File: src/rtl/lsu_pkg.sv
// Load/store unit shared definitions: funct3 size encodings,
// FSM state enum and the access-width classifier.
package lsu_pkg;

    localparam logic [2:0] LDST_B  = 3'd0;
    localparam logic [2:0] LDST_H  = 3'd1;
    localparam logic [2:0] LDST_W  = 3'd2;
    localparam logic [2:0] LDST_BU = 3'd4;
    localparam logic [2:0] LDST_HU = 3'd5;

    typedef enum logic {
        IDLE = 1'b0,
        WAIT = 1'b1
    } lsu_state_e;

    typedef enum logic [1:0] {
        ACC_B = 2'd0,
        ACC_H = 2'd1,
        ACC_W = 2'd2
    } lsu_acc_e;

    // Undefined size codes fall into the word class
    function automatic lsu_acc_e acc_class(input logic [2:0] size);
        lsu_acc_e c;
        unique case (size)
            LDST_B, LDST_BU: c = ACC_B;
            LDST_H, LDST_HU: c = ACC_H;
            default:         c = ACC_W;
        endcase
        return c;
    endfunction

endpackage

File: src/rtl/riscv_lsu_load_align.sv
// Load-path lane select and sign/zero extension of the memory word.
// Output is forced to zero unless en is set.
module riscv_lsu_load_align
    import lsu_pkg::*;
(
    input  logic        en,
    input  logic [31:0] word,
    input  logic [1:0]  off,
    input  logic [2:0]  size,
    output logic [31:0] rd
);

    logic [7:0]  b;
    logic [15:0] h;

    always_comb begin
        b  = word[{off, 3'b000} +: 8];
        h  = off[1] ? word[31:16] : word[15:0];
        rd = '0;
        if (en) begin
            unique case (size)
                LDST_B:  rd = {{24{b[7]}}, b};
                LDST_BU: rd = {24'b0, b};
                LDST_H:  rd = {{16{h[15]}}, h};
                LDST_HU: rd = {16'b0, h};
                default: rd = word;
            endcase
        end
    end

endmodule

File: src/rtl/riscv_lsu.sv
// Load/store unit: byte-enable/data lane steering, 2-state handshake FSM.
// Optional macro LSU_MISALIGN_TRAP_EN blocks misaligned half/word accesses.
module riscv_lsu
    import lsu_pkg::*;
(
    input  logic        clk_i,
    input  logic        rst_ni,
    input  logic        core_req_i,
    input  logic        core_we_i,
    input  logic [2:0]  core_size_i,
    input  logic [31:0] core_addr_i,
    input  logic [31:0] core_wd_i,
    output logic [31:0] core_rd_o,
    output logic        core_stall_o,
    output logic        core_misalign_o,
    output logic        mem_req_o,
    output logic        mem_we_o,
    output logic [3:0]  mem_be_o,
    output logic [31:0] mem_addr_o,
    output logic [31:0] mem_wd_o,
    input  logic [31:0] mem_rd_i,
    input  logic        mem_ready_i
);

    lsu_state_e state_q, state_d;
    logic [1:0] off_q;
    logic [2:0] size_q;
    lsu_acc_e   acc;
    logic       trap;
    logic       issue;

    assign acc = acc_class(core_size_i);

`ifdef LSU_MISALIGN_TRAP_EN
    // Held off during reset so outputs mirror the request only
    assign trap = rst_ni
                & (((acc == ACC_H) & core_addr_i[0])
                |  ((acc == ACC_W) & (|core_addr_i[1:0])));
`else
    assign trap = 1'b0;
`endif

    assign mem_addr_o = core_addr_i;
    assign mem_we_o   = core_we_i;

    always_comb begin
        mem_be_o = 4'b1111;
        mem_wd_o = core_wd_i;
        unique case (1'b1)
            (acc == ACC_B): begin
                mem_be_o = 4'b0001 << core_addr_i[1:0];
                mem_wd_o = {4{core_wd_i[7:0]}};
            end
            (acc == ACC_H): begin
                mem_be_o = core_addr_i[1] ? 4'b1100 : 4'b0011;
                mem_wd_o = {2{core_wd_i[15:0]}};
            end
            default: begin
                mem_be_o = 4'b1111;
                mem_wd_o = core_wd_i;
            end
        endcase
    end

    always_comb begin
        state_d         = state_q;
        mem_req_o       = 1'b0;
        core_stall_o    = 1'b0;
        core_misalign_o = 1'b0;
        unique case (state_q)
            IDLE: begin
                if (core_req_i) begin
                    if (trap) begin
                        core_misalign_o = 1'b1;
                    end else begin
                        mem_req_o    = 1'b1;
                        core_stall_o = 1'b1;
                        state_d      = WAIT;
                    end
                end
            end
            WAIT: begin
                core_stall_o = ~mem_ready_i;
                if (mem_ready_i) begin
                    state_d = IDLE;
                end
            end
            default: state_d = IDLE;
        endcase
    end

    assign issue = (state_q == IDLE) & core_req_i & ~trap;

    always_ff @(posedge clk_i or negedge rst_ni) begin
        if (!rst_ni) begin
            state_q <= IDLE;
            off_q   <= '0;
            size_q  <= '0;
        end else begin
            state_q <= state_d;
            if (issue) begin
                off_q  <= core_addr_i[1:0];
                size_q <= core_size_i;
            end
        end
    end

    riscv_lsu_load_align u_load_align (
        .en   (state_q == WAIT),
        .word (mem_rd_i),
        .off  (off_q),
        .size (size_q),
        .rd   (core_rd_o)
    );

endmodule

File: config.mk
export PLATFORM = sky130hd
export DESIGN_NAME = riscv_lsu
export DESIGN_NICKNAME = d
export VERILOG_FILES = /design/src/rtl/lsu_pkg.sv /design/src/rtl/riscv_lsu_load_align.sv /design/src/rtl/riscv_lsu.sv
export SDC_FILE = /design/constraint.sdc
export NUM_CORES = 1
export LEC_CHECK = 0
export BUFFER_PORTS_ARGS = -buffer_cell sky130_fd_sc_hd__buf_2
export CAP_MARGIN = 20
export CORE_MARGIN = 8
export CORE_UTILIZATION = 30
export CTS_CLUSTER_DIAMETER = 200
export DETAILED_ROUTE_END_ITERATION = 7
export PLACE_DENSITY = 0.76
export SYNTH_ARGS = -nofsm -noshare
export SYNTH_HDL_FRONTEND = slang
export SYNTH_SLANG_ARGS = --single-unit
File: constraint.sdc
create_clock -name clk_i -period 1.95 [get_ports clk_i]
set_input_delay 0.195 -clock clk_i [delete_from_list [all_inputs] [get_ports clk_i]]
set_output_delay 0.195 -clock clk_i [all_outputs]
set_load 0.01 [all_outputs]
==> results of run 1 <==
-- power by group through the flow --
stage	registers [mW]	logic, mW	clock network (mW)
after floorplan	0.176	0.783	0
after global placement	0.185	1.08	0
after detailed placement	0.189	1.10	0
after CTS	0.188	1.17	0.191
after global routing	0.203	1.47	0.197
final	0.197	1.38	0.185
-- layout make-up --
class / instances / area [sq um]
Fill cell: 569 / 3238
Multi-Input combinational cell: 159 / 1340
Timing Repair Buffer: 162 / 967.2
Sequential cell: 6 / 151.4
Tap cell: 75 / 93.84
Clock buffer: 3 / 41.29
Inverter: 5 / 18.77
-- worst min path at each step --
stage                     end            from
finish              size_q[2]  core_size_i[2]
detailed placement  size_q[2]          rst_ni
global placement      state_q          rst_ni
CTS                 size_q[2]  core_size_i[2]
global route        size_q[2]  core_size_i[2]
floorplan            off_q[0]          rst_ni
-- cell usage after synthesis, drive strengths merged (2+ instances only) --
| cell | n | area, sq um |
|---|---|---|
| a211oi | 3 | 22.52 |
| a21o | 2 | 15.01 |
| a21oi | 8 | 55.06 |
| a221oi | 2 | 17.52 |
| buf | 50 | 382.9 |
| clkbuf | 9 | 33.78 |
| dfrtp | 6 | 150.1 |
| inv | 5 | 18.77 |
| mux2 | 32 | 379.1 |
| mux2i | 9 | 90.09 |
| mux4 | 3 | 71.32 |
| nand2 | 15 | 56.30 |
| nand2b | 8 | 50.05 |
| nand3 | 34 | 175.2 |
| nor2 | 5 | 18.77 |
| nor3 | 3 | 15.01 |
| o21ai | 20 | 100.1 |
| o21bai | 2 | 15.01 |
| o221a | 5 | 56.30 |
| o22ai | 3 | 18.77 |
-- metrics by stage --
stage	power (mW)	setup TNS [ns]	cells
3_5_place_dp	1.286	0	397
5_1_grt	1.868	-1.002	410
4_1_cts	1.546	-0.4930	404
3_3_place_gp	1.263	0	397
2_1_floorplan	0.9594	0	228
6_report	1.758	-0.05762	410
-- sequential cells by signal, summed over array words and instances (netlist names) --
name     count
size_q       3
state_q      1
off_q        2
-- worst max-delay path, cell delays in order (launching register included) --
cell,delay (ns)
dfrtp_2,0.41
mux4_2,0.57
buf_6,0.16
nand3b_4,0.15
nand3_2,0.12
buf_6,0.14
-- layer usage --
metal  up-vias  part of all wire (%)
met5         -                     0
met4         0                   2.0
met3        12                    11
met2       144                    50
met1      1044                    36
li1        998                     -
-- cell families after synthesis --
| logic type | share of synthesized area (%) |
|---|---|
| AND/OR/NAND/NOR | 19.85 |
| buffers and inverters | 24.40 |
| AO/OA/AOI/OAI | 16.83 |
| multiplexers | 30.29 |
| flip-flops | 8.415 |
| other | 0.2102 |
-- layout by cell type (no fill, tap or decap) --
cell and instances:
a211oi_1 2, a211oi_2 1, a21o_1 2, a21oi_1 1, a21oi_2 5, a21oi_4 2
a221oi_2 2, buf_12 2, buf_2 134, buf_4 13, buf_6 11, clkbuf_16 1
clkbuf_8 3, conb_1 1, dfrtp_1 5, dfrtp_2 1, dlygate4sd3_1 1, inv_1 5
mux2_2 24, mux2_4 8, mux2i_1 9, mux4_1 1, mux4_2 2, nand2_1 15
nand2b_1 7, nand2b_2 1, nand3_1 24, nand3_2 9, nand3_4 1, nand3b_4 2
nor2_1 5, nor2b_1 1, nor3_1 2, nor3_2 1, nor3b_4 1, o21ai_0 20
o21bai_1 2, o221a_1 5, o22ai_1 3
-- repair_timing --
action,CTS,global route
endpoints found under the hold margin,6,0
gates cloned,0,2
endpoints found under the setup margin,13,30
pin swaps,2,4
gates resized for setup,5,36
setup buffers,3,4
hold buffers,1,0
==> impl_results.md, run 1 <==
* Status: complete, but fails checks
* Failing checks: setup timing
* Largest net degree at the start of global routing at 26
* Fin. Hold Viols at 0
* Hold WS at between 0.2 and 0.25 ns
* Max Cap Viol at 0
* Netlist Area Pre-Place at around 0.0018 sq mm
* Routing usage on met1 at between 10% and 20%
* GR Layer Usage met2 at 28.58%
* Root buffer cell: clkbuf_8
* RePlAce Congestion at just under 0.9
* DR iter-0 viols at between 60 and 70
* Layout cells sized above 1 at between 60% and 70%
* Sequential share of the synthesized area at under 10%
* Mapped Cells at 228
* Sw frac at a little under half
* Crit Path Max Fanout at 8
* Met3 usage at approximately 7%
* Sequential power share at between 10 and 15%
* Primary FF master, synth: dfrtp_1
* Worst reg2reg startpoint: state_q
* Tot GR Track Use at around 16%
* Count of cell types in the netlist at 31
* Crit share post-route at 101.3%
* Pint at a little under 1 mW
* Vias at around 2,200
* Synthesis-stage register bit count at 6
* Clk pwr share at 10.5%
* Min Tclk post-route at 1.974 ns
* Die area at slightly below 0.009 sq mm
* Die X-Extent at slightly above 90 um
* Syn nets at roughly 330
* Req. time, crit path at 1.75 ns
* # DRC at 0
* Area of the core at 0.005851 sq mm
* Worst-path clk slew at 0.04 ns
* Power density cells at ~670 mW/mm^2
* Row cnt at 28
* Starting Density at just over 30%
* Detailed-placement wirelength estimate at 6071 um
* Setup ws final at -0.02449 ns
* Critical Path Sink Type: output pin
* Clk sinks at 6
* Start-to-end type of the worst setup path: flip-flop to output pin
* H-tree depth at 1
* Via/cell ratio at 5.361
* EDFF count, synth at 0
* Clk_lat worst skew at ~0.22 ns
* Setup WS pre-CTS at between 0.15 and 0.2 ns
* Clock tree from TritonCTS: done
* Pre-antenna DRT Iters at 4
* Clock skew at around 0.00035 ns
* CP Capture Point: core_rd_o[29]
* Final Util at between 40 and 50%
* R2R depth at 4
* ANT nets after route at 0
* Synth async-reset ratio at 100.0%
* Leak Pwr at around 1.4 nW
* RSZ-0062 raised after global routing: yes
* Psw at 0.7977 mW
* Hold/Removal Path Class: input port to flip-flop
* Startpoint Class: flip-flop
* Final setup fails at 5
* I/O pin cnt at around 210
* N_diodes at 0
* Area post-placement at around 0.0022 sq mm
* Nets at roughly 440
* Worst hold path cell count at 2
* Most utilized layer in the global route result: met2
* Area Growth Syn to Fin at 46.42%
* FF-to-FF setup slack at 0.52 ns
* Avg Inst Size Synth at 7.825 sq um
* TritonCTS buffer count at 3
* Die H at ~93 um
* Antenna violations before repair at 0
* Crit path DAT at 1.78 ns
* Vias in the first global route at between 2,000 and 2,500
* DR WL/cell at around 19 um
* Worst r2r dst: size_q[0]
* Quantity of I/O buffers inserted on ports at ~140
* Fin area at 0.002613 sq mm
* GR Overflow Total at 0
* Yosys warns at 0
* F_max at approximately 510 MHz
* Peak supply drop at a little over 0.3 mV
* Gate power share at about four fifths
* Final Slew Violations at 0
* Crit path launch: off_q[1]
* First-pass GRT wire length at 11,270 um
* Longest Clk Path Bufs at 2
* WL final at between 7000 and 8000 um
Note: power is estimated with default switching activity, not from simulation.
==> run 2, diff against run 1 <==
Settings changed: PLACE_DENSITY 0.76 to 0.86.
==> impl_results.md, run 2 (synthesized netlist as in run 1, its figures left out) <==
* Area Growth Syn to Fin at 34.85%
* Hold Path End: state_q
* Clk pwr share at 11.9% (+1.4 points)
* Worst-path clk slew at 0.03 ns (about the same)
* ANT nets after route at 0 (unchanged)
* Peak supply drop at 0.2403 mV (-22%)
* Multi-input gate area at 0.001250 sq mm (-6.7%)
* Layout cells sized above 1 at 64.35% (-2.5 points)
* # DRC at 0 (unchanged)
* Crit Path Max Fanout at 5 (-3)
* DR WL/cell at 18.26 um (-2.8%)
* Failing checks: setup timing
* Worst reg2reg startpoint: state_q
* Sequential power share at 13.4% (+2.2 points)
* Fin. Hold Viols at 0 (unchanged)
* Clock tree from TritonCTS: done
* Longest Clk Path Bufs at 2 (unchanged)
* Req. time, crit path at 1.75 ns (about the same)
* Max Cap Viol at 0 (unchanged)
* I/O pin cnt at 208 (unchanged)
* TritonCTS buffer count at 3 (unchanged)
* Crit share post-route at 101.7% (+0.40 points)
* Antenna violations before repair at 2 (+2)
* Largest net degree at the start of global routing at 30 (+15%)
* Critical Path Sink Type: output pin
* RePlAce Congestion at 0.8294 (-5.3%)
* Start-to-end type of the worst setup path: flip-flop to output pin
* Area post-placement at 0.002242 sq mm (-0.33%)
* First-pass GRT wire length at 11,190 um (-0.67%)
* Die area at 0.008671 sq mm (unchanged)
* Worst hold path cell count at 2 (unchanged)
* Final setup fails at 7 (+2)
* Gate power share at 74.8% (-3.5 points)
* Vias in the first global route at 2,317 (-0.52%)
* Detailed-placement wirelength estimate at 6122 um (+0.84%)
* Commonest cells after routing, fill and taps aside: 145 x buf_2, 33 x nand3_1, 27 x mux2_2
* Starting Density at 30.50% (unchanged)
* Clk_lat worst skew at 0.22 ns (about the same)
* Clock skew at 0.0003907 ns (+0.00004519 ns)
* Hold/Removal Path Class: input port to flip-flop
* Worst r2r dst: size_q[1]
* Nets at 437 (-0.91%)
* Psw at 0.7395 mW (-7.3%)
* HP Start: mem_ready_i
* F_max at 504.5 MHz (-0.39%)
* Status: complete, but fails checks
* Tot GR Track Use at 15.97% (+0.17 points)
* DR iter-0 viols at 90 (+30%)
* Final Slew Violations at 0 (unchanged)
* Die H at 93.12 um (unchanged)
* Largest registers: size_q (3), off_q (2), state_q (1)
* Crit path DAT at 1.79 ns (about the same)
* Via/cell ratio at 5.320 (-0.76%)
* Power density cells at 655.5 mW/mm^2 (-2.6%)
* Row cnt at 28 (unchanged)
* GR Overflow Total at 0 (unchanged)
* Startpoint Class: flip-flop
* Pint at 0.8377 mW (-13%)
* Leak Pwr at 1.303 nW (-9.4%)
* Leading cell type in the layout, fill and taps excluded: buf_2
* Die X-Extent at 93.12 um (unchanged)
* Root buffer cell: clkbuf_8
* Final Util at 41.12% (-3.5 points)
* TNS Setup at -0.05898 ns (-0.001358 ns)
* FF-to-FF setup slack at 0.60 ns (+0.08 ns)
* Max FFs per register at 3 (unchanged)
* Quantity of I/O buffers inserted on ports at 144 (unchanged)
* RSZ-0062 raised after global routing: yes
* Area of the core at 0.005851 sq mm (unchanged)
* Fillers at 586 (+3.0%)
* Pre-antenna DRT Iters at 7 (+3)
* Largest reg by FF count: size_q
* Setup ws final at -0.03221 ns (-0.007721 ns)
* Clk sinks at 6 (unchanged)
* WL final at 7414 um (-3.7%)
* Post-route total power at 1.577 mW (-10%)
* Vias at 2,160 (-1.7%)
* Min Tclk post-route at 1.982 ns (+0.007721 ns)
* Sw frac at 46.89% (+1.5 points)
* Sequential cell area at 153.9 sq um (+1.7%)
* Fin area at 0.002406 sq mm (-7.9%)
* H-tree depth at 1 (unchanged)
* Hold WS at 0.2033 ns (-0.001286 ns)
* N_diodes at 0 (unchanged)
* R2R depth at 3 (-1)
## run 2: power groups by stage
stage | sequential, mW | combinational, mW | clock, mW
finish | 0.211 | 1.18 | 0.187
global route | 0.220 | 1.27 | 0.198
CTS | 0.209 | 1.15 | 0.189
detailed placement | 0.202 | 1.08 | 0
global placement | 0.201 | 1.05 | 0
floorplan | 0.176 | 0.783 | 0
## run 2: final cells by class
| type | count | share of cell area, % |
|---|---|---|
| Inverter | 5 | 0.7800 |
| Timing Repair Buffer | 159 | 35.26 |
| Clock buffer | 3 | 1.716 |
| Tap cell | 75 | 3.900 |
| Sequential cell | 6 | 6.396 |
| Multi-Input combinational cell | 158 | 51.95 |
## run 2: metrics by stage
step,cells,setup slack [ns]
5_1_grt,406,-0.07409
4_1_cts,406,-0.03184
3_5_place_dp,396,0.09946
3_3_place_gp,396,0.1701
6_report,406,-0.03221
2_1_floorplan,228,0.4116
## run 2: worst max-delay path: stages (launching register included)
cell	delay, ns
dfrtp_2	0.43
buf_6	0.15
mux2_4	0.30
mux2_2	0.28
o221a_1	0.25
buf_2	0.14
## run 2: layer usage
metal | wire [um] | up-vias | share of wire [%] | track usage [%]
met5 | 22 | - | 0.30 | 0
met4 | 118 | 4 | 1.6 | 6.309
met3 | 889 | 17 | 12 | 6.651
met2 | 3692 | 143 | 50 | 29.94
met1 | 2692 | 1011 | 36 | 14.98
li1 | - | 985 | - | -
## run 2: timing repair
action	CTS	global route
pin swaps	2	1
hold buffers	1	0
gates resized for setup	8	11
setup buffers	5	0
endpoints found under the setup margin	29	31
hold endpoints to repair	6	0
gates cloned	1	0
## run 2: worst max path at each step
stage              start            end  slack [ns]  depth (start not counted)
3_5_place_dp   size_q[1]  core_rd_o[17]         0.1                          4
3_3_place_gp    off_q[1]  core_rd_o[13]        0.17                          4
5_1_grt         off_q[1]  core_rd_o[15]       -0.07                          5
2_1_floorplan   off_q[1]   core_rd_o[6]        0.41                          4
6_report        off_q[1]   core_rd_o[6]       -0.03                          5
4_1_cts         off_q[1]   core_rd_o[6]       -0.03                          5
==> run 3, diff against run 2 <==
Settings changed: ABC_AREA set to 1.
==> impl_results.md, run 3 <==
* Fin. Hold Viols at 0 (unchanged)
* Die area at 0.008550 sq mm (-1.4%)
* Detailed-placement wirelength estimate at 6209 um (+1.4%)
* Crit share post-route at 94.09% (-7.6 points)
* Crit-path cells: inv_2 > nand2_2 > nor2_4 > nand2_4 > a21oi_1 > buf_2
* Synth Area in Compound Gates at 31.17% (+14 points)
* WL final at 7413 um (about the same)
* Clock tree from TritonCTS: done
* Non-Filler Instances at 494 (+22%)
* H-tree depth at 1 (unchanged)
* Starting Density at 30.35% (-0.15 points)
* Vias at 2,470 (+14%)
* Startpoint Class: flip-flop
* HP Start: core_size_i[2]
* Final setup fails at 0 (-7)
* Largest net degree at the start of global routing at 25 (-17%)
* Hold Path End: size_q[2]
* Hold/Removal Path Class: input port to flip-flop
* Synth Area in Adders at 0% (unchanged)
* Avg Inst Size Synth at 5.448 sq um (-30%)
* R2R depth at 5 (+2)
* Sequential share of the synthesized area at 8.559% (+0.14 points)
* Min Tclk post-route at 1.835 ns (-0.1475 ns)
* Power density cells at 660.6 mW/mm^2 (+0.78%)
* Syn nets at 426 (+28%)
* Root buffer cell: clkbuf_8
* Area of the core at 0.005781 sq mm (-1.2%)
* Longest Clk Path Bufs at 2 (unchanged)
* Yosys warns at 0 (unchanged)
* Synth area leader: buf_4
* Multiplexer area fraction after synthesis at 0% (-30 points)
* DR WL/cell at 15.01 um (-18%)
* Worst reg2reg startpoint: state_q
* Simple-Gate Fraction of Synth Area at 29.10% (+9.3 points)
* Worst r2r dst: size_q[0]
* Nets at 525 (+20%)
* Multi-input gate area at 0.001082 sq mm (-13%)
* Top-area cell type share of the netlist area at 19.26% (+1.2 points)
* Largest registers: size_q (3), off_q (2), state_q (1)
* Post-route total power at 1.505 mW (-4.6%)
* N_diodes at 0 (unchanged)
* First-pass GRT wire length at 11,250 um (+0.50%)
* EDFF count, synth at 0 (unchanged)
* Count of cell types in the netlist at 24 (-23%)
* Quantity of I/O buffers inserted on ports at 144 (unchanged)
* I/O pin cnt at 208 (unchanged)
* Synth async-reset ratio at 100.0% (unchanged)
* Clk sinks at 6 (unchanged)
* Synthesis-stage register bit count at 6 (unchanged)
* Highest-delay cell along the critical path: dfrtp_1
* Worst hold path cell count at 3 (+1)
* F_max at 545.0 MHz (+8.0%)
* FF-to-FF setup slack at 0.83 ns (+0.23 ns)
* TritonCTS buffer count at 3 (unchanged)
* Largest reg by FF count: size_q
* Worst-path clk slew at 0.04 ns (about the same)
* Top post-synthesis cells by count: 80 x nand2_1, 58 x o21ai_0, 45 x buf_4, 28 x a21oi_1, 26 x inv_1
* Row cnt at 28 (unchanged)
* Antenna violations before repair at 0 (-2)
* XOR/XNOR Fraction of Synth Area at 0% (unchanged)
* Die X-Extent at 92.47 um (-0.70%)
* Layout cells sized above 1 at 41.53% (-23 points)
* Max Cap Viol at 0 (unchanged)
* Leak Pwr at 1.346 nW (+3.3%)
* Start-to-end type of the worst setup path: flip-flop to output pin
* Status: completed
* Max FFs per register at 3 (unchanged)
* Final Slew Violations at 0 (unchanged)
* Sequential cell area at 150.1 sq um (-2.4%)
* # DRC at 0 (unchanged)
* Critical Path Max Stage Delay at 0.47 ns (+0.04 ns)
* Crit path DAT at 1.64 ns (-0.15 ns)
* Mapped Cells at 322 (+41%)
* Area Growth Syn to Fin at 29.89%
* RSZ-0062 raised after global routing: no
* TNS Setup at 0 ns (+0.05898 ns)
* Die H at 92.47 um (-0.70%)
* Largest family of logic cells by synthesized area: compound AO/OA/AOI/OAI gates
* DR iter-0 viols at 121 (+34%)
* Commonest cells after routing, fill and taps aside: 144 x buf_2, 80 x nand2_1, 58 x o21ai_0
* Vias in the first global route at 2,320 (+0.13%)
* Primary FF master, synth: dfrtp_1
* Fillers at 630 (+7.5%)
* Crit Path Max Fanout at 12 (+7)
* Via/cell ratio at 5.000 (-6.0%)
* Area contributors post-synth: buf_4 19%, nand2_1 17%, o21ai_0 17%
* Clk_lat worst skew at 0.22 ns (about the same)
* Leading cell type in the layout, fill and taps excluded: buf_2
* Crit path launch: size_q[0]
* Peak supply drop at 0.2863 mV (+19%)
* Critical Path Sink Type: output pin
* GR Overflow Total at 0 (unchanged)
* ANT nets after route at 0 (unchanged)
* Tot GR Track Use at 15.85% (-0.12 points)
* Clock skew at 0.0005486 ns (+0.0001578 ns)
* Placed cell count at 489 (+23%)
* RePlAce Congestion at 0.8676 (+4.6%)
* Netlist Area Pre-Place at 0.001754 sq mm (-1.7%)
* Req. time, crit path at 1.75 ns (about the same)
* Pre-antenna DRT Iters at 5 (-2)
* Cell with the most instances after synthesis: nand2_1
## run 3: metrics by stage
| step | instance area (sq um) | utilization, % | hold WS, ns | setup WS [ns] |
|---|---|---|---|---|
| after floorplan | 1754 | - | -0.1006 | 0.5321 |
| final | 2278 | 39.42 | 0.1874 | 0.1153 |
| after global routing | 2278 | 39.42 | 0.1948 | 0.003386 |
| after CTS | 2257 | 39.05 | 0.1829 | 0.06120 |
| after detailed placement | 2206 | 38.16 | 0.02758 | 0.2997 |
| after global placement | 2206 | 38.16 | 0.02174 | 0.3867 |
## run 3: kinds of logic (layout without fill, tap and decap cells)
kind of cell / Yosys count / in the layout
other: 1 / 1
DFF: 6 / 6
and+or+nand+nor: 122 / 123
AOI/OAI and AO/OA: 101 / 101
buffers and inverters: 92 / 188
## run 3: worst max-delay path, delay by kind of cell, from the launching register on
family / cells / cell delay, ns
simple gates: 3 / 0.49
flops: 1 / 0.47
buf+inv: 2 / 0.28
compound gates: 1 / 0.17
## run 3: worst max path at each step
stage	to	slack, ns	cells after the start
3_5_place_dp	core_rd_o[27]	0.30	7
3_3_place_gp	core_rd_o[31]	0.39	7
4_1_cts	core_rd_o[27]	0.06	7
6_report	core_rd_o[19]	0.12	6
2_1_floorplan	core_rd_o[16]	0.53	7
5_1_grt	core_rd_o[5]	0.003	6
## run 3: timing repair
| item | in CTS | in global routing |
|---|---|---|
| hold buffers | 1 | 0 |
| setup endpoints to repair | 0 | 16 |
| endpoints found under the hold margin | 6 | 0 |
| setup buffers | 0 | 0 |
| gates resized for setup | 0 | 3 |
## run 3: cell type report
| cell class | count | share of cell area [%] |
|---|---|---|
| Clock buffer | 3 | 1.812 |
| Inverter | 32 | 5.272 |
| Multi-Input combinational cell | 225 | 47.50 |
| Sequential cell | 6 | 6.590 |
| Tap cell | 75 | 4.119 |
| Timing Repair Buffer | 153 | 34.71 |
## run 3: layer usage
metal  vias to the layer above  global-route usage (%)  routed length (um)
met1                      1095                   16.97                2690
met5                         -                       0                   0
met4                         0                   6.174                 185
met3                        24                   6.958                 931
met2                       147                   26.88                3605
li1                       1204                       -                   -
## run 3: power breakdown
group,leakage (nW),internal [mW],switching (mW)
logic,1.25,0.416,0.718
clock network,0.0216,0.132,0.0508
registers,0.0736,0.150,0.0379
